**config.mk**
```make
export PLATFORM = sky130hd
export DESIGN_NAME = bit_scatter_256
export DESIGN_NICKNAME = d
export VERILOG_FILES = /design/src/rtl/bit_scatter_256_pkg.sv /design/src/rtl/bit_scatter_256_decoder.sv /design/src/rtl/bit_scatter_256.sv
export SDC_FILE = /design/constraint.sdc
export NUM_CORES = 1
export LEC_CHECK = 0
export CAP_MARGIN = 20
export CORE_ASPECT_RATIO = 2
export CORE_MARGIN = 10
export CORE_UTILIZATION = 53
export CTS_CLUSTER_SIZE = 12
export DETAILED_ROUTE_END_ITERATION = 16
export GPL_TIMING_DRIVEN = 0
export HOLD_SLACK_MARGIN = 0.15
export PLACE_DENSITY = 0.86
export SETUP_SLACK_MARGIN = 0.4
export SLEW_MARGIN = 20
export SYNTH_ARGS = -nofsm -noshare
export SYNTH_HDL_FRONTEND = slang
export SYNTH_SLANG_ARGS = --single-unit
export TNS_END_PERCENT = 5
```
**constraint.sdc**
```tcl
create_clock -name clk -period 3.19 [get_ports clk]
set_input_delay 0.4785 -clock clk [delete_from_list [all_inputs] [get_ports clk]]
set_output_delay 0.4785 -clock clk [all_outputs]
set_load 0.02 [all_outputs]
```
**src/rtl/bit_scatter_256_pkg.sv**
```systemverilog
// bit_scatter_256_pkg: shared widths and FSM state type for the bit scatter block
package bit_scatter_256_pkg;
    localparam int DEF_DATA_WIDTH = 256;
    localparam int DEF_SEL_WIDTH  = 8;
    localparam int CNT_WIDTH      = DEF_SEL_WIDTH + 1;
    typedef enum logic {FILL = 1'b0, HOLD = 1'b1} state_e;
endpackage

```
**src/rtl/bit_scatter_256_decoder.sv**
```systemverilog
// decoder8x256: combinational binary-to-one-hot decoder
module decoder8x256 #(
    parameter int DATA_WIDTH = 256,
    parameter int SEL_WIDTH  = 8
) (
    input  logic [SEL_WIDTH-1:0]  sel,
    output logic [DATA_WIDTH-1:0] onehot
);
    assign onehot = {{(DATA_WIDTH-1){1'b0}}, 1'b1} << sel;
endmodule

```
**src/rtl/bit_scatter_256.sv**
```systemverilog
// bit_scatter_256: streams single bits into addressed positions of a frame register
module bit_scatter_256
    import bit_scatter_256_pkg::*;
#(
    parameter int DATA_WIDTH = DEF_DATA_WIDTH,
    parameter int SEL_WIDTH  = DEF_SEL_WIDTH
) (
    input  logic                  clk,
    input  logic                  rst_n,
    input  logic                  in_valid,
    output logic                  in_ready,
    input  logic                  in_bit,
    input  logic [SEL_WIDTH-1:0]  in_addr,
    input  logic                  in_auto,
    input  logic                  in_last,
    input  logic                  clear,
    output logic [DATA_WIDTH-1:0] y,
    output logic                  y_valid,
    input  logic                  y_ready,
    output logic [SEL_WIDTH:0]    bit_count
);
    localparam int CW = SEL_WIDTH + 1;
    state_e                state_q, state_d;
    logic [DATA_WIDTH-1:0] y_q, y_d, onehot, we;
    logic [SEL_WIDTH-1:0]  wr_ptr_q, wr_ptr_d, addr;
    logic [CW-1:0]         bit_count_q, bit_count_d;
    logic                  accept, handoff, restart;

    assign in_ready  = state_q == FILL;
    assign y_valid   = state_q == HOLD;
    assign y         = y_q;
    assign bit_count = bit_count_q;

    assign addr = in_auto ? wr_ptr_q : in_addr;

    decoder8x256 #(.DATA_WIDTH(DATA_WIDTH), .SEL_WIDTH(SEL_WIDTH)) u_dec (
        .sel    (addr),
        .onehot (onehot)
    );

    always_comb begin
        accept      = in_valid && in_ready && !clear;
        handoff     = y_valid && y_ready;
        restart     = clear || handoff;
        we          = onehot & {DATA_WIDTH{accept}};
        y_d         = restart ? '0 : (y_q & ~we) | (we & {DATA_WIDTH{in_bit}});
        bit_count_d = restart ? '0 : bit_count_q + CW'(accept);
        wr_ptr_d    = restart ? '0 : wr_ptr_q + SEL_WIDTH'(accept && in_auto);
        state_d     = state_q;
        if (clear)
            state_d = FILL;
        else if (state_q == FILL)
            // the 256th write closes the frame even without in_last
            state_d = (accept && (in_last || bit_count_q == CW'(DATA_WIDTH - 1))) ? HOLD : FILL;
        else
            state_d = y_ready ? FILL : HOLD;
    end

    always_ff @(posedge clk) begin
        if (!rst_n) begin
            state_q     <= FILL;
            y_q         <= '0;
            wr_ptr_q    <= '0;
            bit_count_q <= '0;
        end else begin
            state_q     <= state_d;
            y_q         <= y_d;
            wr_ptr_q    <= wr_ptr_d;
            bit_count_q <= bit_count_d;
        end
    end
endmodule

```
==> metrics.yaml <==
floorplan:
  die_x_microns: 122
  fp.dieH_microns: 224
  initial_utilization_pct: 54.0
  ioPinCount: 283
  dieArea_sq_um: 27400
  rows: 74
  core_sq_um: 20500
yosys:
  synth-main-ff-cell: "dfxtp_1"
  synth-warning-count: 0
  synth_commonest_cells: "dfxtp_1, a211oi_1, a21oi_1"
  postSynthAreaPerCell_sq_um: 9.96
  syn-num-nets: 1129
  synth_cell_types: 48
  synth.area.top_cells: "dfxtp_1, a211oi_1, a21oi_1"
  synth_edf_count: 0
  syn_inst: 1109
  netlist_area_sq_um: 11100
  yosysMostFrequentCell: "dfxtp_1"
  ys_seq_area_share_pct: 49.6
  yosys.area.top_type: "dfxtp_1"
  yosysTopAreaCellShare_pct: 49.6
  synth_seq_cells: 274
  async_flop_share_pct: 0
power_and_ir_drop:
  cellPowerDensity_nw_per_um2: 429
  ir_drop_mv: 0.428
  leakage_nw: 4.82
run:
  max_cap_violations: 0
setup_path:
  cp.required_ns: 3.64
  critical_path_arrival_ns: 3.30
  max_stage_delay_ns: 0.56
  crit_chain: "clkbuf_1, nand3_1, clkbuf_1, a222oi_1, buf_2, a21oi_1, a211oi_1"
  reg2reg_setup_slack_ns: 0.34
  critical_path_class: "flop to flop"
  crit_top_cell: "clkbuf_1"
  critPathMaxFanout: 10
  rr_worst_depth: 7
  crit_path_end_kind: "flop"
  cp-start-kind: "flop"
  crit_slowest_cell: "a222oi_1"
  r2r-start: "wr_ptr_q[5]"
grt:
  overflow: 0
  grt_max_degree: 13
  grtUsageTotal_pct: 29.7
  grt_first_pass_wirelength_microns: 64700
  grt_pass1_vias: 11165
  antenna_found_initial: 0
routing:
  drt_first_pass_iters: 7
  drt_iter0_drc: 1314
  drc: 0
  wl_per_cell_microns: 25.1
  antenna_left: 0
  vias_per_cell: 6.50
  num_vias: 11243
  routed_wl_microns: 43400
sta:
  period_share_pct: 89.5
  hold_slack_ns: 0.518
  clock.fmax_ghz: 0.350
  rsz0062_at_grt: "yes"
  maxSlewViolCount: 0
  min_period_ns: 2.85
  timing.slew.headroom_pct: 36.8
  setup_viol: 0
  clock_skew_ns: 0.0130
  tightest_slew_ns: 0.921
  hold_viol_final: 0
cts:
  numCtsBuffers: 27
  cts_tree: "built"
  ctsHtreeMaxLevel: 1
  clockBufferDepth: 3
  clock_latency_ns: 0.55
  cts.sinks: 274
  clock-root-buffer: "clkbuf_16"
  path_clk_slew_ns: 0.06
place:
  dp_hpwl_microns: 31300
  place_congestion: 1.01
  portBuffers: 280
cells_and_area:
  drive_above_1_share_pct: 11.6
  num_antenna_cells: 0
  nNetsFinal: 1481
  post-route-util_pct: 75.3
  areaGrowthSynthToFinish_pct: 39.3
worst_hold_path:
  min_from: "bit_count[6]"
  hold_end: "bit_count[6]"
  hold_depth: 2
  hp-class: "flop to flop"
run_status:
  outcome: "finished clean"
## cell type report
cell class / count / area [sq um]
repair buffers: 323 / 3160
clock inverters: 1 / 11.3
clock buffers: 30 / 697
inverters: 3 / 11.3
flip-flops and latches: 274 / 5490
fillers: 1462 / 5060
multi-input cells: 693 / 5080
well taps: 266 / 333
plain buffers: 139 / 618
## layer usage
metal  track usage (%)  vias up  wire length (microns)
met3              5.87      219                   3410
met4              22.0        0                   3840
li1                  -     5036                      -
met1              29.4     5353                  14000
met5                 0        -                      0
met2              52.9      635                  22200
## cell usage in the layout (no fill, tap or decap), types with 5 or more instances in the layout
master and instances:
a221oi_2 10, and2_1 10, nor2_1 13, or3b_2 6, buf_2 19, a221oi_4 14, a31oi_1 16, xor2_1 6
a211oi_1 256, buf_6 5, a222oi_1 36, nand2_1 6, nand3b_1 5, o21ai_0 5, nand3_1 7, or3_1 6
nor3_4 8, clkdlybuf4s50_1 279, clkbuf_1 96, buf_4 34, clkbuf_2 21, dfxtp_1 274, clkbuf_16 27, a21oi_1 246
## worst max-delay path, delay by kind of cell (launching register included)
family | cells | cell delay (ns)
buffers and inverters | 3 | 1.10
AO/OA/AOI/OAI | 3 | 0.96
AND/OR/NAND/NOR | 1 | 0.38
flip-flops | 1 | 0.31
## per-stage QoR
step	instance area (sq um)	setup slack, ns	setup TNS [ns]	power [mW]	std cells
2_1_floorplan	11100	0.867	0	3.71	1109
3_3_place_gp	14200	-0.686	-112.68	3.81	1655
3_5_place_dp	14200	-0.729	-107.60	3.82	1664
4_1_cts	15200	0.282	0	6.56	1714
5_1_grt	15400	0.283	0	6.72	1729
6_report	15400	0.335	0	6.60	1729
## timing repair
action | 4_1_cts | 5_1_grt
pin swaps | 10 | 11
buffers inserted | 19 | 15
hold buffers | 0 | 0
gates resized for setup | 14 | 38
endpoints found under the setup margin | 254 | 251
## cell families after synthesis
| logic type | share of synthesized area [%] |
|---|---|
| AO/OA/AOI/OAI | 37.2 |
| XOR/XNOR | 0.713 |
| adder cells (fa/ha/maj) | 0.453 |
| buffers and inverters | 5.43 |
| flip-flops | 49.6 |
| multiplexers | 0.883 |
| AND/OR/NAND/NOR | 5.68 |
## how the worst max path moves through the flow
stage,from,endpoint,slack [ns]
after global routing,clear,flop,0.28
after global placement,in_auto,flop,-0.69
after detailed placement,in_auto,flop,-0.73
after floorplan,in_addr[1],flop,0.87
after CTS,in_auto,flop,0.28
final,wr_ptr_q[5],flop,0.34
## power by group
part	internal (mW)	switching (mW)	total, mW
clock network	1.52	1.29	2.82
logic	0.0945	0.261	0.355
registers	3.42	0.00207	3.43
(Power assumes the default switching activity.)
